### config.mk
export PLATFORM = sky130hd
export DESIGN_NAME = fetch_unit
export DESIGN_NICKNAME = d
export VERILOG_FILES = /design/src/rtl/fetch_unit_pkg.sv /design/src/rtl/fetch_unit_if_id_reg.sv /design/src/rtl/fetch_unit.sv
export SDC_FILE = /design/constraint.sdc
export NUM_CORES = 1
export LEC_CHECK = 0
export BUFFER_PORTS_ARGS = -buffer_cell sky130_fd_sc_hd__buf_2
export CAP_MARGIN = 10
export CORE_MARGIN = 8
export CORE_UTILIZATION = 57
export CTS_CLUSTER_SIZE = 28
export DETAILED_ROUTE_END_ITERATION = 7
export HOLD_SLACK_MARGIN = 0.08
export PLACE_DENSITY = 0.85
export SYNTH_ARGS = -nofsm -noshare
export SYNTH_HDL_FRONTEND = slang
export SYNTH_HIERARCHICAL = 1
export SYNTH_SLANG_ARGS = --single-unit
### constraint.sdc
create_clock -name clk -period 3.3 [get_ports clk]
set_input_delay 0.495 -clock clk [delete_from_list [all_inputs] [get_ports clk]]
set_output_delay 0.495 -clock clk [all_outputs]
set_load 0.005 [all_outputs]
### src/rtl/fetch_unit_pkg.sv
// Shared fetch-stage constants: next-PC select codes, FSM state
// encodings and the two-word-instruction flag bit locator.
package fetch_unit_pkg;

    localparam logic [1:0] PC_SRC_SEQ  = 2'b00;
    localparam logic [1:0] PC_SRC_JMP  = 2'b01;
    localparam logic [1:0] PC_SRC_HOLD = 2'b10;

    localparam logic [1:0] ST_BOOT = 2'd0;
    localparam logic [1:0] ST_RUN  = 2'd1;
    localparam logic [1:0] ST_IMM  = 2'd2;

    // The MSB of an instruction word marks a trailing immediate word.
    function automatic int has_imm_bit(input int instr_w);
        return instr_w - 1;
    endfunction

endpackage

### src/rtl/fetch_unit_if_id_reg.sv
// IF/ID pipeline register with hold (en_i low) and flush (valid clear).
// Ports: clk, rst_n, en_i, flush_i, instr/imm/pc in, registered outs.
module if_id_reg #(
    parameter int ADDR_W  = 16,
    parameter int INSTR_W = 16
) (
    input  logic               clk,
    input  logic               rst_n,
    input  logic               en_i,
    input  logic               flush_i,
    input  logic [INSTR_W-1:0] instr_i,
    input  logic [INSTR_W-1:0] imm_i,
    input  logic [ADDR_W-1:0]  pc_i,
    output logic [INSTR_W-1:0] instr_o,
    output logic [INSTR_W-1:0] imm_o,
    output logic [ADDR_W-1:0]  pc_o,
    output logic               valid_o
);

    logic [INSTR_W-1:0] instr_q;
    logic [INSTR_W-1:0] imm_q;
    logic [ADDR_W-1:0]  pc_q;
    logic               valid_q;

    // A flush only drops valid; the payload fields keep their old value.
    always_ff @(posedge clk or negedge rst_n) begin
        if (!rst_n) begin
            instr_q <= '0;
            imm_q   <= '0;
            pc_q    <= '0;
            valid_q <= 1'b0;
        end else if (en_i) begin
            if (flush_i) begin
                valid_q <= 1'b0;
            end else begin
                instr_q <= instr_i;
                imm_q   <= imm_i;
                pc_q    <= pc_i;
                valid_q <= 1'b1;
            end
        end
    end

    assign instr_o = instr_q;
    assign imm_o   = imm_q;
    assign pc_o    = pc_q;
    assign valid_o = valid_q;

endmodule

### src/rtl/fetch_unit.sv
// Instruction fetch: owns PC, boot-vector load, two-word assembly, IF/ID.
// Ports: clk, rst_n, pc_src, bubble, jump_target, imem_addr/imem_rdata,
// pc_out, if_id_{instr,imm,pc,valid}.
// Option: FETCH_BOOT_VECTOR_EN adds a BOOT cycle loading PC from
// mem[RESET_PC]; without it fetching starts at RESET_PC directly.
module fetch_unit
    import fetch_unit_pkg::*;
#(
    parameter int                ADDR_W   = 16,
    parameter int                INSTR_W  = 16,
    parameter logic [ADDR_W-1:0] RESET_PC = '0
) (
    input  logic               clk,
    input  logic               rst_n,
    input  logic [1:0]         pc_src,
    input  logic               bubble,
    input  logic [ADDR_W-1:0]  jump_target,
    output logic [ADDR_W-1:0]  imem_addr,
    input  logic [INSTR_W-1:0] imem_rdata,
    output logic [ADDR_W-1:0]  pc_out,
    output logic [INSTR_W-1:0] if_id_instr,
    output logic [INSTR_W-1:0] if_id_imm,
    output logic [ADDR_W-1:0]  if_id_pc,
    output logic               if_id_valid
);

    localparam int IMM_BIT = has_imm_bit(INSTR_W);

`ifdef FETCH_BOOT_VECTOR_EN
    localparam logic [1:0] ST_RESET = ST_BOOT;
`else
    localparam logic [1:0] ST_RESET = ST_RUN;
`endif

    logic [1:0]         state_q, state_d;
    logic [ADDR_W-1:0]  pc_q, pc_d;
    logic [INSTR_W-1:0] held_q, held_d;

    logic               hold;
    logic               jump;
    logic [ADDR_W-1:0]  pc_inc;

    logic               ld_en;
    logic               ld_flush;
    logic [INSTR_W-1:0] ld_instr;
    logic [INSTR_W-1:0] ld_imm;
    logic [ADDR_W-1:0]  ld_pc;

    // Both hold codes and the bubble freeze everything, and win over jump.
    assign hold   = bubble | pc_src[1];
    assign jump   = (pc_src == PC_SRC_JMP) && (state_q != ST_BOOT);
    assign pc_inc = pc_q + 1'b1;

`ifdef FETCH_BOOT_VECTOR_EN
    assign imem_addr = (state_q == ST_BOOT) ? RESET_PC : pc_q;
`else
    assign imem_addr = pc_q;
`endif

    always_comb begin
        state_d  = state_q;
        pc_d     = pc_q;
        held_d   = held_q;
        ld_en    = 1'b0;
        ld_flush = 1'b0;
        ld_instr = imem_rdata;
        ld_imm   = '0;
        ld_pc    = pc_q;
        if (!hold) begin
            if (jump) begin
                // Wrong-path word and any half-built pair are dropped.
                pc_d     = jump_target;
                state_d  = ST_RUN;
                ld_en    = 1'b1;
                ld_flush = 1'b1;
            end else begin
                case (state_q)
`ifdef FETCH_BOOT_VECTOR_EN
                    ST_BOOT: begin
                        pc_d     = ADDR_W'(imem_rdata);
                        state_d  = ST_RUN;
                        ld_en    = 1'b1;
                        ld_flush = 1'b1;
                    end
`endif
                    ST_RUN: begin
                        pc_d  = pc_inc;
                        ld_en = 1'b1;
                        if (imem_rdata[IMM_BIT]) begin
                            held_d   = imem_rdata;
                            state_d  = ST_IMM;
                            ld_flush = 1'b1;
                        end
                    end
                    ST_IMM: begin
                        // PC already moved past the first word.
                        pc_d     = pc_inc;
                        state_d  = ST_RUN;
                        ld_en    = 1'b1;
                        ld_instr = held_q;
                        ld_imm   = imem_rdata;
                        ld_pc    = pc_q - 1'b1;
                    end
                    default: begin
                        state_d = ST_RESET;
                    end
                endcase
            end
        end
    end

    always_ff @(posedge clk or negedge rst_n) begin
        if (!rst_n) begin
            state_q <= ST_RESET;
            pc_q    <= RESET_PC;
            held_q  <= '0;
        end else begin
            state_q <= state_d;
            pc_q    <= pc_d;
            held_q  <= held_d;
        end
    end

    if_id_reg #(
        .ADDR_W  (ADDR_W),
        .INSTR_W (INSTR_W)
    ) u_if_id (
        .clk     (clk),
        .rst_n   (rst_n),
        .en_i    (ld_en),
        .flush_i (ld_flush),
        .instr_i (ld_instr),
        .imm_i   (ld_imm),
        .pc_i    (ld_pc),
        .instr_o (if_id_instr),
        .imm_o   (if_id_imm),
        .pc_o    (if_id_pc),
        .valid_o (if_id_valid)
    );

    assign pc_out = pc_q;

endmodule

# Word-level counts from Yosys, hierarchy flattened

Index checks and enable logic that the tools add are counted.

Word-level logic and storage cells: 47
Output and inout port bits: 81
Flip-flop bits (word level): 83

Add/sub/neg operators: 2
Eq/ne operators: 4
Reduce and logical (&&, ||, !) cells: 8
Multiplexer cells: 22
Bitwise gates (word level): 4

Operator list:

| cell                  | number |
|---|---|
| $mux 16               | 11 |
| $add 16x1->16 const B | 1 |
| $sub 16x1->16 const B | 1 |
| $mux 1                | 8 |
| $mux 2                | 3 |
| $reduce_and 2->1      | 3 |
| $eq 2x1->1 const B    | 2 |
| $reduce_and 4->1      | 1 |
| $reduce_bool 2->1     | 2 |
| $ne 3x3->1 const B    | 1 |
| $not 1->1             | 3 |
| $eq 2x2->1 const B    | 1 |
| $reduce_or 2->1       | 1 |
| $logic_and 1x1->1     | 1 |
| $or 1x1->1            | 1 |

# Longest topological paths before layout

Gate-level depths: netlist of run 1.

Word-level depth: 6
Depth in mapped cells: 10
Depth with buffers taken out: 7

# Cells and area by module

Netlist of run 1, hierarchy kept.

By module, submodules not included:

| module     | seq. area each (um^2) | cells an instance | times used | area an instance (um^2) |
|---|---|---|---|---|
| fetch_unit | 852.1                 | 318               | 1          | 2592.5 |
| if_id_reg  | 1226.2                | 105               | 1          | 1879.3 |

# Worst setup path before layout of run 1

Ideal clock, no wire load.

Path kind: input -> register
Start point: input pc_src[1]
End point: register u_if_id.instr_q[10] (netlist: u_if_id/instr_o[10])
Cell stages on the path: 9
Buffers on the path: 4
Arrival time: 2.136 ns
Library setup time: 0.125 ns
Data required time: 3.175 ns
Setup slack: 1.039 ns
Cell sequence: buf_2 nor2_1 o21ai_0 inv_1 buf_2 nor2b_4 buf_6 buf_12 mux2_4

Elaborated cells between the ends (all ways): 11
Classes of those cells: 1 x eq/ne; 6 x mux; 2 x bitwise; 2 x reduce/logical

RTL lines:

| what                         | line                       | source |
|---|---|---|
| from (decl)                  | fetch_unit.sv:15           | `input logic [1:0] pc_src,` |
| $eq 2x1->1                   | fetch_unit.sv:51           | `assign jump = (pc_src == PC_SRC_JMP) && (state_q != ST_BOOT);` |
| $logic_and 1x1->1            | fetch_unit.sv:51           |  |
| $mux 1                       | fetch_unit.sv:70           | `if (jump) begin` |
| $mux 1 *                     | fetch_unit.sv:69           | `if (!hold) begin` |
| named net ld_en              | fetch_unit.sv:43           | `logic ld_en;` |
| $reduce_and 2->1 (no line) * | -                          |  |
| to (signal assigned)         | fetch_unit_if_id_reg.sv:36 | `instr_q <= instr_i;` |
| to (decl)                    | fetch_unit_if_id_reg.sv:20 | `logic [INSTR_W-1:0] instr_q;` |

The timed path passes the listed nets; every way through them passes the cells marked *.
A chain may end at the register's enable or synchronous reset.

# Worst setup path after layout of run 1

Start point: register state_q[0]
End point: register u_if_id.instr_q[0] (netlist: u_if_id/instr_o[0])

Word-level cells in the longest chain between the ends: 6
Elaborated cells between the ends (all ways): 16
Classes of those cells: 2 x eq/ne; 9 x mux; 1 x bitwise; 4 x reduce/logical

Ends and longest elaborated chain:

| what                                              | line                               | source |
|---|---|---|
| from (decl)                                       | fetch_unit.sv:35                   | `logic [1:0] state_q, state_d;` |
| from (signal assigned)                            | fetch_unit.sv:118                  | `state_q <= state_d;` |
| $eq 2x1->1 (tied with other cells)                | fetch_unit.sv:77                   | `case (state_q)` |
| $reduce_or 2->1 (no line) (tied with other cells) | -                                  |  |
| $mux 1, on equally long branches                  | fetch_unit.sv:77, fetch_unit.sv:70 |  |
| $mux 1, on equally long branches                  | fetch_unit.sv:70, fetch_unit.sv:69 |  |
| $mux 1 / $not 1->1 (equally long branches)        | -                                  |  |
| $reduce_and 2->1 (no line)                        | -                                  |  |

Several ways; a longest one is shown, not always the timed one.

==> summary.txt, run 1 <==
Floorplanning
  • # rows: 32
  • Die area: 10900 um2
  • Starting Density: 0.585
  • Ports: 118
  • Die Span Y: ~100 um
  • Core area: 7650 um2
  • Die X-Extent: between 100 and 150 um

Detailed routing
  • Max layer used: met4
  • Drt via density: ~5.7
  • Pre-antenna DRT Iters: 5
  • Met3 WL: approximately 850 um
  • Antenna-violating nets left: 0
  • Wire length after detailed routing: 11.2 mm
  • DRC viols: 0
  • Met1 WL: 4.62 mm
  • Routed via count: ~3600
  • Met2 wire len: around 5.5 mm
  • Wire length per cell: between 15 and 20 um
  • 1st-iter DRT viols: 250

Timing
  • # setup viols final: 0
  • Post-layout min period: approximately 2600 ps
  • Slew Limit Fails: 0
  • Fmax: approximately 380 MHz
  • Endpoints failing hold: 0
  • Setup TNS: 0 ps
  • Max Clock Skew: between 10 and 15 ps
  • Slew @ Worst Pin: between 1000 and 1500 ps
  • Max transition margin: 0.312
  • Final period util: 0.796
  • RSZ-0062 raised after global routing: false

Setup path
  • Setup slack, reg-to-reg: 670 ps
  • Crit-path leading delay family: buffers and inverters
  • Critical Path End Type: register
  • Most used cell, CP: inv_1
  • Largest stage delay on the critical path: between 500 and 600 ps
  • Critical path, cell by cell: inv_1 > ha_1 > nor2b_1 > o21ai_0 > buf_4 > inv_1 > nor2b_4 > buf_12 > mux2_2
  • Startpoint Class: register
  • CP max-delay cell: dfstp_2
  • R2R Path End: u_if_id/instr_o[0]$_DFFE_PN0P_
  • Crit path kind: register to register
  • R2R depth: 9
  • R2r startpoint: state_q[0]$_DFFE_PN1P_
  • Max Fanout on Critical Path: 26
  • Bufs and invs on worst path: 4
  • Worst endpoint data arrival time: around 2900 ps
  • Worst path required time: roughly 3500 ps

Power and ir drop
  • Pleak: 2.58 nW
  • PD cells: 713 nW/um2
  • Total power: 3.68 mW
  • Worst VDD drop: between 0.0003 and 0.0004 V

CTS
  • Worst-skew pair later-pin latency: 360 ps
  • CTS tree: done
  • Clk sinks: 83
  • Clock buffer depth: 2
  • Total CTS buffers: 9
  • Hold-fix buffers at CTS: 0
  • Postcts setup bufs: 0
  • Root buf cell: clkbuf_8
  • # resized after CTS: 0
  • CTS H-Tree Depth: 3
  • Clock transition at path regs: 90 ps

Synthesis
  • Ys async rst share: 1.00
  • Dominant synthesized flop cell: dfrtp_1
  • Syn nets: around 470
  • Sequential area share after synthesis: 0.465
  • Post-Synthesis Cells: about 420
  • FF+latch count, synth: 83
  • Ys Warns: 6
  • Syn_area_per_cell: between 10 and 15 um2
  • Post-Syn Area: 4470 um2
  • Post-synth EDFFs: 0
  • Cell variety after synth: 57

Placed design
  • Dpl hpwl: roughly 7.9 mm
  • # port buffers: 117
  • GP Congestion: about 0.85

Finish
  • Fraction of layout cells with a size suffix above 1: 0.420
  • # diodes: 0
  • Area occupied by multi-input gates: just over 2000 um2
  • Fillers: 587
  • Flip-flop and latch area: slightly above 2000 um2
  • Nets: 556
  • Area Growth Syn to Fin: 15.6%

Run
  • Max Cap Viol: 0

Global routing
  • Total gr overflow: 0
  • Number of global-route vias before repair: 3651
  • Total global-route track usage: 0.203
  • Initial antenna violation count: 0
  • First-pass GRT wire length: 18.2 mm
  • Largest net degree at the start of global routing: between 80 and 90

Min path
  • Hold Path Class: input pin to async pin

Status
  • Status: completed
-- final cells by class --
| cell class | instances | share of cell area |
|---|---|---|
| clock buffers | 9 | 0.0240 |
| clock inverters | 7 | 0.0162 |
| inverters | 8 | 0.00581 |
| multi-input cells | 288 | 0.401 |
| flip-flops and latches | 83 | 0.402 |
| well taps | 102 | 0.0247 |
| repair buffers | 124 | 0.126 |
-- sequential cells by signal, indices dropped and copies added, names as in the netlist --
name             flops
state_q              2
imem_addr           16
u_if_id/pc_o        16
u_if_id/imm_o       16
u_if_id/instr_o     16
u_if_id/valid_o      1
held_q              16
-- cell families (layout without fill, tap and decap cells) --
| kind of cell | Yosys count | after routing | share of synthesized area |
|---|---|---|---|
| AOI/OAI and AO/OA | 49 | 49 | 0.0663 |
| muxes | 63 | 63 | 0.166 |
| DFF | 83 | 83 | 0.465 |
| and+or+nand+nor | 156 | 156 | 0.187 |
| xor gates and xnor gates | 15 | 15 | 0.0294 |
| adders and majority gates | 5 | 5 | 0.0140 |
| buffers and inverters | 52 | 148 | 0.0719 |
-- cell usage in the layout (no fill, tap or decap), types with 2 or more instances in the layout --
| cell type | Yosys | layout |
|---|---|---|
| a211oi_1 | 2 | 2 |
| a21o_1 | 2 | 2 |
| a21oi_1 | 20 | 20 |
| a31oi_1 | 2 | 2 |
| and3_1 | 19 | 19 |
| and4_1 | 3 | 3 |
| buf_2 | 8 | 116 |
| buf_4 | 19 | 7 |
| clkbuf_8 | 0 | 9 |
| clkinv_4 | 0 | 2 |
| dfrtp_1 | 82 | 82 |
| ha_1 | 5 | 5 |
| inv_1 | 8 | 8 |
| inv_6 | 0 | 2 |
| mux2_2 | 54 | 54 |
| mux2_4 | 9 | 9 |
| nand2_1 | 60 | 60 |
| nand2b_1 | 3 | 3 |
| nand3_1 | 11 | 11 |
| nand4_1 | 3 | 3 |
| nor2_1 | 19 | 19 |
| nor3_1 | 9 | 9 |
| nor3b_1 | 2 | 2 |
| nor4_1 | 4 | 4 |
| o21ai_0 | 11 | 11 |
| o22a_1 | 3 | 3 |
| or3_1 | 2 | 2 |
| or3_4 | 2 | 2 |
| or4_1 | 5 | 5 |
| xnor2_1 | 6 | 6 |
| xor2_1 | 9 | 9 |
-- worst max-delay path by stage --
stage                                 from                         endpoint  cells past startpoint
floorplan                        pc_src[1]  u_if_id/instr_o[10]$_DFFE_PN0P_                      9
global placement                 pc_src[1]     u_if_id/imm_o[8]$_DFFE_PN0P_                      8
detailed placement               pc_src[1]     u_if_id/imm_o[8]$_DFFE_PN0P_                      8
CTS                 state_q[0]$_DFFE_PN1P_     u_if_id/imm_o[8]$_DFFE_PN0P_                      9
global route        state_q[0]$_DFFE_PN1P_      u_if_id/pc_o[3]$_DFFE_PN0P_                      9
finish              state_q[0]$_DFFE_PN1P_   u_if_id/instr_o[0]$_DFFE_PN0P_                      9
-- report_power, final --
part	total (mW)	switching [mW]	internal [mW]	leakage [nW]
clock	0.772	0.409	0.363	0.102
sequential	1.71	0.354	1.36	1.02
combinational	1.20	0.541	0.659	1.46
-- Yosys cell counts, drive strengths merged, types with 3 or more instances --
cell / n / area share
or3: 4 / 0.0078
nor4: 5 / 0.0084
and3: 20 / 0.028
mux2: 63 / 0.17
buf: 31 / 0.053
nand2b: 3 / 0.0042
and4: 3 / 0.0059
clkbuf: 13 / 0.012
or4: 6 / 0.011
nor3b: 3 / 0.0076
o22a: 3 / 0.0059
xnor2: 6 / 0.012
a21oi: 20 / 0.022
xor2: 9 / 0.018
nand4: 4 / 0.0070
nand3: 12 / 0.016
inv: 8 / 0.0067
dfrtp: 82 / 0.46
o21ai: 11 / 0.012
nor3: 10 / 0.012
nor2: 19 / 0.016
ha: 5 / 0.014
nand2: 61 / 0.052
-- metrics by stage --
step                area [um2]  setup WS (ps)  std cells  hold slack [ps]  utilization
global placement          4960            769        605              450        0.649
CTS                       5170            696        621              357        0.676
floorplan                 4470           1040        423              199            -
finish                    5170            672        621              309        0.676
detailed placement        4960            639        605              471        0.649
global route              5170            528        621              378        0.676
-- per-layer routing --
metal / up-vias / GRT usage
met2: 153 / 0.331
li1: 1641 / -
met5: - / 0
met4: 0 / 0.0815
met3: 22 / 0.0608
met1: 1738 / 0.247
Note: power is estimated with default switching activity, not from simulation.
==> inputs of run 2 (changes only) <==
--- a/config.mk
+++ b/config.mk
@@ -8,11 +8,11 @@
 export BUFFER_PORTS_ARGS = -buffer_cell sky130_fd_sc_hd__buf_2
 export CAP_MARGIN = 10
 export CORE_MARGIN = 8
-export CORE_UTILIZATION = 57
+export CORE_UTILIZATION = 48
 export CTS_CLUSTER_SIZE = 28
 export DETAILED_ROUTE_END_ITERATION = 7
 export HOLD_SLACK_MARGIN = 0.08
-export PLACE_DENSITY = 0.85
+export PLACE_DENSITY = 0.77
 export SYNTH_ARGS = -nofsm -noshare
 export SYNTH_HDL_FRONTEND = slang
 export SYNTH_HIERARCHICAL = 1
==> constraint.sdc (replaced) <==
create_clock -name clk -period 2.4 [get_ports clk]
set_input_delay 0.36 -clock clk [delete_from_list [all_inputs] [get_ports clk]]
set_output_delay 0.36 -clock clk [all_outputs]
set_load 0.005 [all_outputs]
==> summary.txt, run 2 (synthesis results as in run 1) <==
CTS
  • Worst-skew pair later-pin latency: 360 ps (about the same)
  • Clock buffer depth: 2 (unchanged)
  • Clk sinks: 83 (unchanged)
  • Postcts setup bufs: 0 (unchanged)
  • CTS H-Tree Depth: 3 (unchanged)
  • Root buf cell: clkbuf_8
  • Total CTS buffers: 9 (unchanged)
  • CTS tree: done
  • Clock transition at path regs: 90 ps (about the same)

Timing
  • Slew Limit Fails: 0 (unchanged)
  • Final period util: 0.906 (+0.110)
  • Max Clock Skew: 14.7 ps (+3.84 ps)
  • Endpoints failing hold: 0 (unchanged)
  • WHS: 258 ps (-51.1 ps)
  • Slew @ Worst Pin: 689 ps (-343 ps)
  • Max transition margin: 0.540 (+0.229)
  • Setup TNS: 0 ps (unchanged)
  • Post-layout min period: 2180 ps (-452 ps)
  • RSZ-0062 raised after global routing: false
  • Fmax: 460 MHz (+21%)
  • # setup viols final: 0 (unchanged)

Status
  • Status: completed

Finish
  • # diodes: 0 (unchanged)
  • Commonest cells after routing, fill and taps aside: buf_2, dfrtp_1, nand2_1, mux2_2
  • Fillers: 771 (+31%)
  • Final Non-Filler Cells: 644 (+3.7%)
  • Nets: 570 (+2.5%)
  • Fraction of layout cells with a size suffix above 1: 0.435 (+0.0152)
  • Area Growth Syn to Fin: 19.3%
  • Commonest non-fill, non-tap cell in the layout: buf_2

Floorplanning
  • Die X-Extent: 113 um (+7.6%)
  • Ports: 118 (unchanged)
  • # rows: 35 (+9.4%)
  • Core area: 9150 um2 (+20%)
  • Starting Density: 0.489 (-0.0962)
  • Die area: 12700 um2 (+16%)
  • Die Span Y: 113 um (+7.6%)

Placed design
  • # port buffers: 117 (unchanged)
  • Dpl hpwl: 8.25 mm (+4.8%)
  • Dpl cells: 627 (+3.6%)
  • GP Congestion: 0.813 (-4.3%)

Detailed routing
  • Routed via count: 3536 (-0.51%)
  • Wire length per cell: 17.7 um (-1.8%)
  • Drt via density: 5.49 (-4.1%)
  • Wire length after detailed routing: 11.4 mm (+1.9%)
  • DRC viols: 0 (unchanged)
  • Pre-antenna DRT Iters: 4 (-1)
  • 1st-iter DRT viols: 165 (-34%)
  • Antenna-violating nets left: 0 (unchanged)

Global routing
  • Initial antenna violation count: 0 (unchanged)
  • Number of global-route vias before repair: 3733 (+2.2%)
  • First-pass GRT wire length: 18.8 mm (+3.0%)
  • Total global-route track usage: 0.184 (-0.0183)
  • Total gr overflow: 0 (unchanged)
  • Largest net degree at the start of global routing: 43 (-49%)

Setup path
  • Max Fanout on Critical Path: 18 (-31%)
  • Crit path kind: register to register
  • Startpoint Class: register
  • Worst endpoint data arrival time: 2430 ps (-440 ps)
  • Worst path required time: 2650 ps (-890 ps)
  • Critical Path End Type: register

Power and ir drop
  • Total power: 5.38 mW (+46%)
  • Pleak: 2.67 nW (+3.5%)
  • Worst VDD drop: 0.000520 V (+30%)
  • PD cells: 1010 nW/um2 (+41%)

Min path
  • Hold Path Class: input pin to register

Run
  • Max Cap Viol: 0 (unchanged)
-- run 2: cell count changes in the layout (fill, tap and decap cells not counted) --
cell,previous run,this run
buf_4,7,20
bufinv_16,1,3
clkinv_4,2,0
clkinvlp_4,1,0
dlygate4sd3_1,0,1
inv_6,2,3
nand3_1,11,10
nand3_2,0,1
-- run 2: final timing paths --
check,from,end,slack (ps),cells after the start
setup / recovery,state_q[0]$_DFFE_PN1P_,u_if_id/pc_o[2]$_DFFE_PN0P_,220,7
hold / removal,imem_rdata[6],held_q[6]$_DFFE_PN0P_,260,2
setup reg to reg,state_q[0]$_DFFE_PN1P_,u_if_id/pc_o[2]$_DFFE_PN0P_,220,7
hold reg to reg,held_q[15]$_DFFE_PN0P_,held_q[15]$_DFFE_PN0P_,480,1
max in group asynchronous,rst_n,u_if_id/imm_o[14]$_DFFE_PN0P_,1190,3
min in group asynchronous,rst_n,u_if_id/imm_o[13]$_DFFE_PN0P_,550,2
-- run 2: report_power, final --
group | switching, mW | internal (mW) | leakage (nW)
combinational | 0.895 | 0.992 | 1.52
sequential | 0.350 | 1.87 | 1.02
clock | 0.565 | 0.710 | 0.127
-- run 2: repair_timing --
| action | 4_1_cts | 5_1_grt |
|---|---|---|
| endpoints found under the setup margin | 0 | 2 |
| endpoints found under the hold margin | 38 | 0 |
| resized for setup | 0 | 1 |
| hold buffers | 1 | 0 |
-- run 2: worst max-delay path: stages, from the launching register on --
cell	delay (ps)
dfstp_2	380
inv_1	90
ha_1	210
nand2b_1	210
and3_1	630
nand2_1	140
xnor2_1	150
mux2_2	260
-- run 2: stage by stage --
stage                     worst slack (ps)  instance area (um2)  utilization
final                                  225                 5340        0.583
after CTS                              141                 5330        0.583
after global placement                 263                 5070        0.554
after floorplan                        214                 4470            -
after detailed placement               167                 5070        0.554
after global routing                  3.12                 5340        0.583
-- run 2: layer usage --
metal  up-vias  track usage  wire [um]
met5         -            0          0
met4         0       0.0701        175
met3        16       0.0564        837
met2       123        0.308       5470
met1      1726        0.219       4930
li1       1671            -          -
-- run 2: area by class of cell --
cell class / count / area (um2) / area share
Sequential cell: 83 / 2080 / 0.389
Tap cell: 111 / 139 / 0.0260
Multi-Input combinational cell: 288 / 2080 / 0.389
Inverter: 8 / 30.0 / 0.00563
Timing Repair Buffer: 138 / 761 / 0.143
Clock inverter: 7 / 128 / 0.0239
Clock buffer: 9 / 124 / 0.0232
==> inputs of run 3 (changes only) <==
--- a/config.mk
+++ b/config.mk
@@ -8,11 +8,11 @@
 export BUFFER_PORTS_ARGS = -buffer_cell sky130_fd_sc_hd__buf_2
 export CAP_MARGIN = 10
 export CORE_MARGIN = 8
-export CORE_UTILIZATION = 48
+export CORE_UTILIZATION = 53
 export CTS_CLUSTER_SIZE = 28
 export DETAILED_ROUTE_END_ITERATION = 7
 export HOLD_SLACK_MARGIN = 0.08
-export PLACE_DENSITY = 0.77
+export PLACE_DENSITY = 0.8
 export SYNTH_ARGS = -nofsm -noshare
 export SYNTH_HDL_FRONTEND = slang
 export SYNTH_HIERARCHICAL = 1
==> constraint.sdc (replaced) <==
create_clock -name clk -period 2.25 [get_ports clk]
set_input_delay 0.3375 -clock clk [delete_from_list [all_inputs] [get_ports clk]]
set_output_delay 0.3375 -clock clk [all_outputs]
set_load 0.005 [all_outputs]
==> summary.txt, run 3 (synthesis results as in run 1) <==
Setup path
  • Worst path required time: 2490 ps (-160 ps)
  • Critical path, cell by cell: inv_1 > ha_1 > o21ai_0 > inv_1 > nor2b_4 > buf_12 > clkbuf_16 > mux2_4
  • Critical Path End Type: register
  • R2R depth: 8 (+1)
  • Worst endpoint data arrival time: 2390 ps (-40 ps)
  • Startpoint Class: register
  • CP max-delay cell: dfstp_2
  • Max Fanout on Critical Path: 10 (-8)
  • Most used cell, CP: inv_1
  • Crit path kind: register to register
  • Largest stage delay on the critical path: 540 ps (-90 ps)

Floorplanning
  • Starting Density: 0.544 (+0.0557)
  • Die area: 11600 um2 (-8.1%)
  • # rows: 33 (-5.7%)
  • Ports: 118 (unchanged)
  • Die Span Y: 108 um (-4.1%)
  • Core area: 8220 um2 (-10%)
  • Die X-Extent: 108 um (-4.1%)

Global routing
  • Total gr overflow: 0 (unchanged)
  • Total global-route track usage: 0.192 (+0.00733)
  • Initial antenna violation count: 0 (unchanged)
  • Number of global-route vias before repair: 3646 (-2.3%)
  • First-pass GRT wire length: 18.0 mm (-4.4%)
  • Largest net degree at the start of global routing: 45 (+4.7%)

Detailed routing
  • Routed via count: 3589 (+1.5%)
  • Drt via density: 5.58 (+1.7%)
  • 1st-iter DRT viols: 168 (+1.8%)
  • Wire length after detailed routing: 11.4 mm (+0.24%)
  • Pre-antenna DRT Iters: 4 (unchanged)
  • DRC viols: 0 (unchanged)
  • Wire length per cell: 17.8 um (+0.39%)
  • Antenna-violating nets left: 0 (unchanged)

Timing
  • Max Clock Skew: 11.6 ps (-3.11 ps)
  • Slew @ Worst Pin: 593 ps (-96.3 ps)
  • Endpoints failing hold: 0 (unchanged)
  • Final worst slack: 105 ps (-119 ps)
  • # setup viols final: 0 (unchanged)
  • RSZ-0062 raised after global routing: false
  • Max transition margin: 0.605 (+0.0642)
  • Final period util: 0.953 (+0.0468)
  • Post-layout min period: 2140 ps (-30.7 ps)
  • Setup TNS: 0 ps (unchanged)
  • Fmax: 466 MHz (+1.4%)
  • Slew Limit Fails: 0 (unchanged)

Finish
  • # diodes: 0 (unchanged)
  • Commonest non-fill, non-tap cell in the layout: buf_2
  • Fillers: 653 (-15%)
  • Area Growth Syn to Fin: 21.1%
  • Nets: 575 (+0.88%)
  • Commonest cells after routing, fill and taps aside: buf_2, dfrtp_1, nand2_1, mux2_2
  • Fraction of layout cells with a size suffix above 1: 0.444 (+0.00897)

CTS
  • Clock transition at path regs: 90 ps (about the same)
  • CTS H-Tree Depth: 3 (unchanged)
  • Worst-skew pair later-pin latency: 360 ps (about the same)
  • Root buf cell: clkbuf_8
  • CTS tree: done
  • Clock buffer depth: 2 (unchanged)
  • Total CTS buffers: 9 (unchanged)
  • Clk sinks: 83 (unchanged)

Power and ir drop
  • Worst VDD drop: 0.000485 V (-6.7%)
  • Pleak: 2.69 nW (+1.0%)
  • PD cells: 1050 nW/um2 (+4.3%)
  • Total power: 5.69 mW (+5.8%)

Min path
  • Hold Path Class: input pin to register
  • Hold Path Stages: 3 (+1)

Placed design
  • GP Congestion: 0.831 (+2.1%)
  • Place WS: 101 ps (-65.2 ps)
  • # port buffers: 117 (unchanged)
  • Dpl hpwl: 8.15 mm (-1.3%)

Status
  • Status: completed

Run
  • Max Cap Viol: 0 (unchanged)
-- run 3: layout make-up --
| class | instances | area [um2] | area share |
|---|---|---|---|
| sequential | 83 | 2080 | 0.384 |
| multi-input combinational | 288 | 2090 | 0.386 |
| inverter | 8 | 30.0 | 0.00555 |
| tap | 105 | 131 | 0.0243 |
| timing repair buffer | 143 | 857 | 0.158 |
| clock buffer | 9 | 124 | 0.0229 |
| clock inverter | 7 | 105 | 0.0194 |
-- run 3: path summary, 6_finish.rpt --
check	slack [ps]	start	to
worst max-delay path	110	state_q[0]$_DFFE_PN1P_	u_if_id/instr_o[7]$_DFFE_PN0P_
worst min-delay path	240	jump_target[1]	imem_addr[1]$_DFFE_PN0P_
worst max register to register	110	state_q[0]$_DFFE_PN1P_	u_if_id/instr_o[7]$_DFFE_PN0P_
worst min register to register	500	u_if_id/valid_o$_DFFE_PN0P_	u_if_id/valid_o$_DFFE_PN0P_
max in group asynchronous	1050	rst_n	state_q[0]$_DFFE_PN1P_
min in group asynchronous	520	rst_n	imem_addr[3]$_DFFE_PN0P_
-- run 3: what timing repair did --
| item | 4_1_cts | 5_1_grt |
|---|---|---|
| gates resized for setup | 0 | 5 |
| hold buffers | 1 | 0 |
| endpoints found under the hold margin | 43 | 0 |
| setup endpoints to repair | 0 | 38 |
| setup buffers | 0 | 2 |
-- run 3: through the flow --
stage | std cells | utilization | hold WS (ps) | cell area, um2
2_1_floorplan | 423 | - | 41.9 | 4470
3_3_place_gp | 623 | 0.621 | 379 | 5100
3_5_place_dp | 623 | 0.621 | 385 | 5100
4_1_cts | 640 | 0.650 | 227 | 5340
5_1_grt | 643 | 0.659 | 235 | 5420
6_report | 643 | 0.659 | 237 | 5420
-- run 3: report_power, final --
group          internal [mW]  switching [mW]  total, mW
Sequential              1.99           0.341       2.33
Combinational           1.12           0.995       2.12
Clock                  0.645           0.597       1.24
Total                   3.76            1.93       5.69
-- run 3: worst max-delay path, delay by kind of cell (launching register included) --
family | cells | cell delay (ps)
simple gates | 1 | 140
mux | 1 | 290
fa+ha+maj | 1 | 320
flops | 1 | 540
buf+inv | 4 | 480
compound gates | 1 | 250
-- run 3: metal layers --
layer / GRT usage / routed length [um] / vias up
met5: 0 / 0 / -
met4: 0.0733 / 192 / 0
met3: 0.0473 / 987 / 18
met2: 0.318 / 5570 / 143
met1: 0.234 / 4690 / 1745
li1: - / - / 1683
